`src/rtl/navre_io_pkg.sv`:
```
// Shared types and constants for the navre IO-mapped UART transmitter.
// Defines the TX state enum, default IO addresses and the status register layout.
package navre_io_pkg;

  typedef enum logic [2:0] {IDLE, START, DATA, PARITY, STOP} tx_state_t;

  localparam logic [5:0] IO_DATA_ADDR_DFLT = 6'd42;
  localparam logic [5:0] IO_STAT_ADDR_DFLT = 6'd43;

  localparam int STAT_BUSY  = 0;
  localparam int STAT_FULL  = 1;
  localparam int STAT_EMPTY = 2;
  localparam int STAT_OVF   = 3;

  function automatic logic [7:0] status_byte(input logic busy, input logic full,
                                             input logic empty, input logic ovf);
    status_byte = 8'h00;
    status_byte[STAT_BUSY]  = busy;
    status_byte[STAT_FULL]  = full;
    status_byte[STAT_EMPTY] = empty;
    status_byte[STAT_OVF]   = ovf;
  endfunction

endpackage

```
`src/rtl/navre_io_fifo.sv`:
```
// Synchronous circular-buffer FIFO; read data is the head entry, combinationally.
// A push into a full FIFO is accepted only when a pop happens in the same cycle.
module navre_io_fifo #(
  parameter int AW = 4,
  parameter int W  = 8
) (
  input  logic          clk,
  input  logic          rst,
  input  logic          push,
  input  logic          pop,
  input  logic [W-1:0]  wdata,
  output logic [W-1:0]  rdata,
  output logic          full,
  output logic          empty,
  output logic [AW:0]   count
);

  localparam int DEPTH = 1 << AW;

  logic [W-1:0]  mem [DEPTH];
  logic [AW-1:0] wr_ptr;
  logic [AW-1:0] rd_ptr;
  logic          do_push;
  logic          do_pop;

  assign do_pop  = pop && !empty;
  assign do_push = push && (!full || do_pop);
  // count never exceeds DEPTH, so its top bit alone marks full
  assign full    = count[AW];
  assign empty   = (count == '0);
  assign rdata   = mem[rd_ptr];

  always_ff @(posedge clk) begin
    if (!rst) begin
      wr_ptr <= '0;
      rd_ptr <= '0;
      count  <= '0;
    end else begin
      if (do_push) wr_ptr <= wr_ptr + 1'b1;
      if (do_pop)  rd_ptr <= rd_ptr + 1'b1;
      count <= count + {{AW{1'b0}}, do_push} - {{AW{1'b0}}, do_pop};
    end
  end

  always_ff @(posedge clk) begin
    if (do_push) mem[wr_ptr] <= wdata;
  end

endmodule

```
`src/rtl/navre_io_uart.sv`:
```
// IO-mapped UART TX: push at edge N starts the frame at N+1; full FIFO drops bytes (sticky overflow).
// Zero write to the data address raises eof once drained; NAVRE_UART_PARITY_EN adds an even-parity bit.
module navre_io_uart
  import navre_io_pkg::*;
#(
  parameter logic [5:0] IO_DATA_ADDR = IO_DATA_ADDR_DFLT,
  parameter logic [5:0] IO_STAT_ADDR = IO_STAT_ADDR_DFLT,
  parameter int         CLK_DIV      = 16,
  parameter int         FIFO_AW      = 4
) (
  input  logic       clk,
  input  logic       rst,
  input  logic       io_re,
  input  logic       io_we,
  input  logic [5:0] io_a,
  input  logic [7:0] io_do,
  output logic [7:0] io_di,
  output logic       txd,
  output logic       eof
);

  localparam logic [15:0]        DIV_M1     = 16'(CLK_DIV - 1);
  localparam logic [FIFO_AW:0]   FIFO_DEPTH = (FIFO_AW + 1)'(1 << FIFO_AW);

  tx_state_t         state, state_nx;
  logic [15:0]       cnt, cnt_nx;
  logic [2:0]        idx, idx_nx;
  logic [7:0]        shreg, shreg_nx;
  logic              par, par_nx;
  logic              txd_nx;
  logic              pop;
  logic              load;
  logic              bit_end;

  logic [7:0]        fifo_rdata;
  logic              fifo_full;
  logic              fifo_empty;
  logic [FIFO_AW:0]  fifo_count;

  logic              wr_data, push_req, eof_req, stat_wr, stat_rd;
  logic              accept, drop;
  logic              ovf, eof_pending, eof_fire;

  assign wr_data  = io_we && (io_a == IO_DATA_ADDR);
  assign push_req = wr_data && (io_do != 8'h00);
  assign eof_req  = wr_data && (io_do == 8'h00);
  assign stat_wr  = io_we && (io_a == IO_STAT_ADDR);
  assign stat_rd  = io_re && (io_a == IO_STAT_ADDR);
  assign accept   = (fifo_count < FIFO_DEPTH) || pop;
  assign drop     = push_req && !accept;
  assign eof_fire = eof_pending && fifo_empty && (state == IDLE);

  navre_io_fifo #(.AW(FIFO_AW), .W(8)) u_fifo (
    .clk   (clk),
    .rst   (rst),
    .push  (push_req && accept),
    .pop   (pop),
    .wdata (io_do),
    .rdata (fifo_rdata),
    .full  (fifo_full),
    .empty (fifo_empty),
    .count (fifo_count)
  );

  always_comb begin
    state_nx = state;
    cnt_nx   = cnt;
    idx_nx   = idx;
    shreg_nx = shreg;
    par_nx   = par;
    txd_nx   = txd;
    pop      = 1'b0;
    load     = 1'b0;
    bit_end  = (cnt == 16'd0);

    case (state)
      IDLE: begin
        txd_nx = 1'b1;
        if (!fifo_empty) load = 1'b1;
      end
      START: begin
        if (bit_end) begin
          state_nx = DATA;
          cnt_nx   = DIV_M1;
          idx_nx   = 3'd0;
          txd_nx   = shreg[0];
        end else begin
          cnt_nx = cnt - 16'd1;
        end
      end
      DATA: begin
        if (bit_end) begin
          cnt_nx = DIV_M1;
          if (idx == 3'd7) begin
`ifdef NAVRE_UART_PARITY_EN
            state_nx = PARITY;
            txd_nx   = par;
`else
            state_nx = STOP;
            txd_nx   = 1'b1;
`endif
          end else begin
            idx_nx   = idx + 3'd1;
            shreg_nx = shreg >> 1;
            txd_nx   = shreg[1];
          end
        end else begin
          cnt_nx = cnt - 16'd1;
        end
      end
      PARITY: begin
        if (bit_end) begin
          state_nx = STOP;
          cnt_nx   = DIV_M1;
          txd_nx   = 1'b1;
        end else begin
          cnt_nx = cnt - 16'd1;
        end
      end
      STOP: begin
        if (bit_end) begin
          // back-to-back frames: pop the next byte without an idle gap
          if (!fifo_empty) begin
            load = 1'b1;
          end else begin
            state_nx = IDLE;
            txd_nx   = 1'b1;
          end
        end else begin
          cnt_nx = cnt - 16'd1;
        end
      end
      default: begin
        state_nx = IDLE;
        txd_nx   = 1'b1;
      end
    endcase

    if (load) begin
      pop      = 1'b1;
      shreg_nx = fifo_rdata;
      par_nx   = ^fifo_rdata;
      cnt_nx   = DIV_M1;
      txd_nx   = 1'b0;
      state_nx = START;
    end
  end

  always_ff @(posedge clk) begin
    if (!rst) begin
      state       <= IDLE;
      cnt         <= 16'd0;
      idx         <= 3'd0;
      shreg       <= 8'h00;
      par         <= 1'b0;
      txd         <= 1'b1;
      io_di       <= 8'h00;
      eof         <= 1'b0;
      eof_pending <= 1'b0;
      ovf         <= 1'b0;
    end else begin
      state       <= state_nx;
      cnt         <= cnt_nx;
      idx         <= idx_nx;
      shreg       <= shreg_nx;
      par         <= par_nx;
      txd         <= txd_nx;
      eof         <= eof_fire;
      eof_pending <= eof_req || (eof_pending && !eof_fire);
      ovf         <= drop || (ovf && !stat_wr);
      io_di       <= stat_rd ? status_byte(state != IDLE, fifo_full, fifo_empty, ovf) : 8'h00;
    end
  end

endmodule

```
`config.mk`:
```
export PLATFORM = sky130hd
export DESIGN_NAME = navre_io_uart
export DESIGN_NICKNAME = d
export VERILOG_FILES = /design/src/rtl/navre_io_pkg.sv /design/src/rtl/navre_io_fifo.sv /design/src/rtl/navre_io_uart.sv
export SDC_FILE = /design/constraint.sdc
export NUM_CORES = 1
export LEC_CHECK = 0
export BUFFER_PORTS_ARGS = -buffer_cell sky130_fd_sc_hd__buf_2
export CORE_MARGIN = 3
export CORE_UTILIZATION = 40
export DETAILED_ROUTE_END_ITERATION = 12
export GPL_ROUTABILITY_DRIVEN = 0
export PLACE_DENSITY = 0.68
export REMOVE_ABC_BUFFERS = 1
export SLEW_MARGIN = 20
export SYNTH_ARGS = -nofsm -noshare
export SYNTH_HDL_FRONTEND = slang
export SYNTH_HIERARCHICAL = 1
export SYNTH_SLANG_ARGS = --single-unit
```
`constraint.sdc`:
```
create_clock -name clk -period 6.4 [get_ports clk]
set_input_delay 1.28 -clock clk [delete_from_list [all_inputs] [get_ports clk]]
set_output_delay 1.28 -clock clk [all_outputs]
set_load 0.01 [all_outputs]
```
==> impl_metrics.csv, run 1 <==
group,metric,value,unit
detailed_routing,drc,0,
critical_path,start_kind,"register",
floorplan,rows,50,
synth,yosys_warnings,6,
synth,ys_seq_area_share,62.4,%
global_route,grt_first_pass_wirelength,25.5,mm
sta,fmax,0.218,GHz
clocking,cts_root_buf,"clkbuf_16",
layout,fillers,1636,
detailed_routing,via_count,4542,
floorplan,io_pins,28,
power,power.density,385,nW/um^2
global_route,grt_pass1_vias,4772,
critical_path,r2r_cells,17,
global_route,antenna_found_initial,1,
layout,drive_gt1_share,15.2,%
critical_path,critPathCaptureType,"register",
detailed_routing,ant_nets,0,
layout,diodes,0,
synth,ys_seq_elements,183,
place,post-dp-hpwl,9.88,mm
clocking,cts.path.max_buffers,2,
clocking,cts_htree_levels,4,
layout,stdcell_area,8760,sq um
power,power.leakage,3.04,nW
synth,syn_avg_cell_area,14.2,sq um
detailed_routing,drt_first_pass_iters,5,
global_route,grt_max_degree,45,
clocking,cts-hold-fix-buffers,0,
clocking,clk_pin_slew,70,ps
sta,rsz0062_at_grt,"no",
outcome,status,"completed",
synth,synth_area_leaders,"edfxtp_1 49%, dfxtp_1 14%, mux4_2 5.1%",
synth,synth_ff_type,"edfxtp_1",
detailed_routing,drt-total-wl,15.9,mm
synth,syn_area,7920,sq um
floorplan,die_x,147,um
sta,drv_slew,0,
clocking,cts_tree,"yes",
synth,synth_edf_count,128,
critical_path,required,6720,ps
synth,synth_top_area_share,48.5,%
layout,regArea,4950,sq um
critical_path,timing.rr.start,"u_fifo/count[3]",
critical_path,critPathMaxFanout,7,
synth,yosysMostFrequentCell,"edfxtp_1",
detailed_routing,avgViaCountPerCell,5.38,
global_route,grt.total_usage,15.3,%
clocking,post_cts_resized,0,
synth,synthArstFlopShare,0,%
place,numPortBuffers,23,
clocking,clkLatencyLatePin,430,ps
hold_path,hold_class,"register to register",
clocking,cts_buffers,17,
hold_path,min_path_cells,2,
floorplan,die_area,21500,sq um
power,irDropWorstVdd,215,uV
sta,finalCriticalPeriod,4580,ps
clocking,cts.sinks,183,
floorplan,start_util,41.5,%
hold_path,min-delay-start,"eof_pending",
layout,multiInputGateArea,2730,sq um
detailed_routing,drt_iter0_markers,381,
synth,synth_area_leader_cell,"edfxtp_1",
hold_path,whs_endpoint,"eof",
synth,yosysUniqueCellTypes,63,
detailed_routing,wl_per_cell,18.8,um
floorplan,die-height,147,um
synth,synth_common_cells,"128 x edfxtp_1, 55 x dfxtp_1, 32 x and2_1, 31 x nand2_1, 30 x nor2_1",
job,drv_cap,0,
sta,tightest_slew,909,ps
global_route,grt.overflow.total,0,
clocking,post_cts_buffers,0,
layout,nNetsFinal,606,
layout,area_growth,10.6,%
floorplan,core_area,19100,sq um
sta,finalSetupViolations,0,
sta,tns,0,ps
place,placed_area,8200,sq um
critical_path,critical_path_class,"register to register",
synth,synthCells,557,
sta,fin_crit_sh,71.5,%
sta,slew_headroom,39.3,%
critical_path,reg2reg_slack,1820,ps
critical_path,critPathArrivalTime,4900,ps
critical_path,r2r_end,"u_fifo/count[4]",
sta,skew,14.6,ps
sta,hold_viol,0,
placed cells by master (no fill, tap or decap), types with 4 or more instances in the layout:
cell,count
nor2_1,30
nand3_1,12
ha_1,15
a31oi_1,6
nand4_1,5
edfxtp_1,128
nor2b_1,8
or3_1,5
dfxtp_1,54
mux2i_1,6
mux4_1,14
a22oi_1,17
conb_1,4
nor4_1,6
mux4_2,18
nand2_1,31
xnor2_1,16
inv_8,4
o21ai_0,13
xor2_1,4
and3_1,8
inv_6,5
nor3_1,13
buf_2,23
a21oi_1,10
inv_1,17
nand2b_1,5
o211ai_1,7
and2_1,32
clkbuf_16,17
cell families after synthesis:
| family | count (synthesis) | share of synthesized area, % |
|---|---|---|
| buffers and inverters | 50 | 3.27 |
| DFF | 183 | 62.4 |
| xor gates and xnor gates | 20 | 2.21 |
| adders and majority gates | 16 | 2.62 |
| AOI/OAI and AO/OA | 67 | 5.75 |
| muxes | 38 | 10.5 |
| and+or+nand+nor | 182 | 13.2 |
| other | 1 | 0.0473 |
flip-flops by register name, summed over array words and instances, names as in the netlist, 4 cells and up, named ones only:
name           flops
u_fifo/mem       128
cnt               16
shreg              8
u_fifo/count       5
io_di              4
u_fifo/rd_ptr      4
u_fifo/wr_ptr      4
area by class of cell:
type / count / area share, %
clock buffers: 17 / 4.86
clock inverters: 14 / 1.51
inverters: 17 / 0.728
multi-input cells: 327 / 31.1
flip-flops and latches: 183 / 56.5
well taps: 260 / 3.71
repair buffers: 26 / 1.57
power breakdown:
group          switching (W)  internal [W]
logic               0.000508      0.000428
clock network       0.000470      0.000514
registers           0.000112       0.00134
total                0.00109       0.00229
critical path, cell delays in order, from the launching register on:
cell and delay, ps:
dfxtp_1 360, inv_1 70, ha_1 180, or4b_4 230
inv_1 100, or3_1 380, nor4_1 330, a21oi_1 160
a2111oi_1 670, o21ai_2 250, ha_1 340, inv_1 40
ha_1 200, fa_1 400, a21oi_1 150, nor2_1 80
or3_1 340, and3_1 180
worst max-delay path by stage:
stage / from / to / slack (ps) / depth (start not counted)
CTS: u_fifo/count[3] / u_fifo/count[4] / 1870 / 17
global placement: io_do[4] / u_fifo/count[4] / 1970 / 13
finish: u_fifo/count[3] / u_fifo/count[4] / 1820 / 17
global route: u_fifo/count[2] / u_fifo/count[4] / 1520 / 17
floorplan: u_fifo/count[2] / u_fifo/count[4] / 2110 / 17
detailed placement: io_do[7] / u_fifo/count[4] / 1840 / 13
metrics by stage:
stage	total power [W]	instances	setup WS [ps]	hold WS, ps	util (%)
final	0.00338	844	1820	451	45.9
after global routing	0.00356	844	1520	500	45.9
after CTS	0.00340	844	1870	446	45.9
after detailed placement	0.00241	813	1840	438	43.0
after global placement	0.00238	813	1970	449	43.0
after floorplan	0.00216	527	2110	416	-
routing by layer:
metal  vias up  GRT usage [%]  part of all wire (%)
li1       2141              -                     -
met1      2263           18.2                    40
met2       109           26.8                    53
met3        27           3.58                   4.5
met4         2           6.35                   2.2
met5         -              0                 0.057
(Power assumes the default switching activity.)
==> run 2: changes to the inputs <==
==> constraint.sdc (replaced) <==
create_clock -name clk -period 4.5 [get_ports clk]
set_input_delay 0.9 -clock clk [delete_from_list [all_inputs] [get_ports clk]]
set_output_delay 0.9 -clock clk [all_outputs]
set_load 0.01 [all_outputs]
==> run 2 against run 1 <==
  * Via count grew 0.48%
  * Clock skew fell by 0.85 ps
  * Die area unchanged
  * Cell count up 0.71%
  * Final area is 0.61% higher
  * Routed wire length down 4.9%
  * Setup slack worse by 1500 ps
  * Largest cell class unchanged
  * Largest power group unchanged
==> impl_metrics.csv, run 2 (synthesis results as in run 1) <==
group,metric,value,unit
outcome,status,"completed",
clocking,clk_pin_slew,70,ps
detailed_routing,avgViaCountPerCell,5.37,
critical_path,slowest_delay,470,ps
critical_path,critical-path-top-delay-family,"simple AND/OR/NAND/NOR gates",
clocking,cts_tree,"yes",
global_route,grt.total_usage,14.7,%
layout,drive_gt1_share,15.9,%
sta,finalCriticalPeriod,4230,ps
job,drv_cap,0,
sta,skew,13.8,ps
clocking,cts_root_buf,"clkbuf_16",
critical_path,path_buf_inv,3,
detailed_routing,ant_nets,0,
critical_path,required,4810,ps
detailed_routing,drc,0,
place,post-dp-hpwl,9.74,mm
sta,drv_slew,0,
place,post-place-ws,-33.7,ps
sta,fmax,0.237,GHz
floorplan,die_area,21500,sq um
global_route,antenna_found_initial,0,
floorplan,io_pins,28,
sta,hold_viol,0,
floorplan,rows,50,
sta,fin_crit_sh,93.9,%
clocking,cts.path.max_buffers,2,
power,internal_power,0.00327,W
power,power.leakage,3.06,nW
critical_path,start_kind,"register",
floorplan,die-height,147,um
layout,utilization,46.2,%
layout,top_register,"u_fifo/mem",
detailed_routing,via_count,4564,
layout,top_regs,"u_fifo/mem: 128 flops, cnt: 16 flops, shreg: 8 flops",
global_route,grt.overflow.total,0,
detailed_routing,drt-total-wl,15.1,mm
layout,final_common_cell,"edfxtp_1",
layout,largest_reg_flops,128,
place,numPortBuffers,23,
sta,slew_headroom,33.5,%
critical_path,crit_path_cell_trace,"inv_1 > ha_1 > or4b_4 > inv_1 > or3_1 > nor4_1 > a21oi_1 > a2111oi_4 > o21ai_4 > ha_1 > inv_1 > ha_1 > fa_1 > a21oi_1 > nor2_1 > or3_1 > and3_1",
power,seq_power_share,43.2,%
sta,tightest_slew,996,ps
clocking,cts.sinks,183,
floorplan,core_area,19100,sq um
sta,finalSetupViolations,0,
critical_path,critPathArrivalTime,4540,ps
place,dp_cells,817,
hold_path,hold_class,"register to register",
power,swShare,32.2,%
global_route,grt_pass1_vias,4550,
place,placed_area,8230,sq um
global_route,grt_max_degree,45,
critical_path,critPathMaxFanout,7,
critical_path,slowest_stage,"a2111oi_4",
power,power.density,547,nW/um^2
floorplan,start_util,41.5,%
layout,area_growth,11.3,%
critical_path,setup.worst_path.start,"u_fifo/count[2]",
clocking,cts_buffers,17,
clocking,clkLatencyLatePin,430,ps
power,p_sw,0.00155,W
power,irDropWorstVdd,269,uV
power,clockPowerShare,28.3,%
global_route,grt_first_pass_wirelength,24.7,mm
layout,mostFrequentLayoutCells,"128 x edfxtp_1, 54 x dfxtp_1, 32 x and2_1, 31 x nand2_1, 30 x nor2_1",
detailed_routing,drt_iter0_markers,423,
clocking,cts_htree_levels,4,
critical_path,timing.rr.start,"u_fifo/count[2]",
layout,nNetsFinal,611,
hold_path,min-delay-start,"eof_pending",
sta,fin_ws,273,ps
detailed_routing,drt_first_pass_iters,4,
layout,fin_cells,850,
layout,stdcell_area,8820,sq um
detailed_routing,wl_per_cell,17.8,um
floorplan,die_x,147,um
critical_path,critPathCaptureType,"register",
power,comb_power_share,28.4,%
power,power.total,0.00482,W
critical_path,critical_path_class,"register to register",
layout,diodes,0,
[run 2: cell types whose count changed in the layout (fill, tap and decap cells not counted)]
cell	previous run	this run
clkinv_4	2	3
buf_6	0	1
a2111oi_4	0	1
clkbuf_1	0	1
o21ai_4	0	1
dfxtp_4	1	0
clkinvlp_4	0	1
inv_8	4	1
o21ai_2	1	0
a2111oi_1	1	0
clkinv_1	0	1
buf_4	3	7
dfxtp_2	0	1
[run 2: path summary, 6_finish.rpt]
| kind | to | slack [ps] | cells past startpoint |
|---|---|---|---|
| hold reg to reg | eof | 450 | 2 |
| hold / removal | eof | 450 | 2 |
| setup / recovery | u_fifo/count[4] | 270 | 17 |
| setup reg to reg | u_fifo/count[4] | 270 | 17 |
[run 2: metal layers]
metal | share of wire, % | vias up | global-route usage (%)
met3 | 5.1 | 22 | 3.67
met1 | 42 | 2277 | 18.6
met4 | 1.7 | 0 | 6.21
met2 | 52 | 115 | 24.1
li1 | - | 2150 | -
met5 | 0 | - | 0
[run 2: layout make-up]
type	instances	area [sq um]
sequential	183	4950
clock inverter	14	119
multi-input combinational	327	2750
clock buffer	18	429
tap	260	325
timing repair buffer	31	179
inverter	17	63.8
fill	1608	10300
[run 2: per-stage QoR]
step	hold WS [ps]	setup TNS (ps)
final	453	0
after global routing	481	-28.5
after CTS	458	0
after detailed placement	447	-33.7
after global placement	450	0
after floorplan	416	0
[run 2: worst min-delay path, cell delays in order, from the launching register on]
cell,delay (ps)
dfxtp_1,310
nand2_1,60
nor2_1,40
[run 2: power by group through the flow]
stage / Combinational, W / Sequential, W / Clock (W)
global placement: 0.00129 / 0.00211 / 0
CTS: 0.00136 / 0.00209 / 0.00140
detailed placement: 0.00134 / 0.00212 / 0
global route: 0.00152 / 0.00211 / 0.00146
finish: 0.00137 / 0.00208 / 0.00137
floorplan: 0.000978 / 0.00209 / 0
[run 2: what timing repair did]
item | in CTS | in global routing
gates cloned | 0 | 0
pin swaps | 0 | 2
hold buffers | 0 | 0
gates resized for setup | 1 | 3
buffers inserted | 0 | 1
endpoints found under the setup margin | 1 | 1
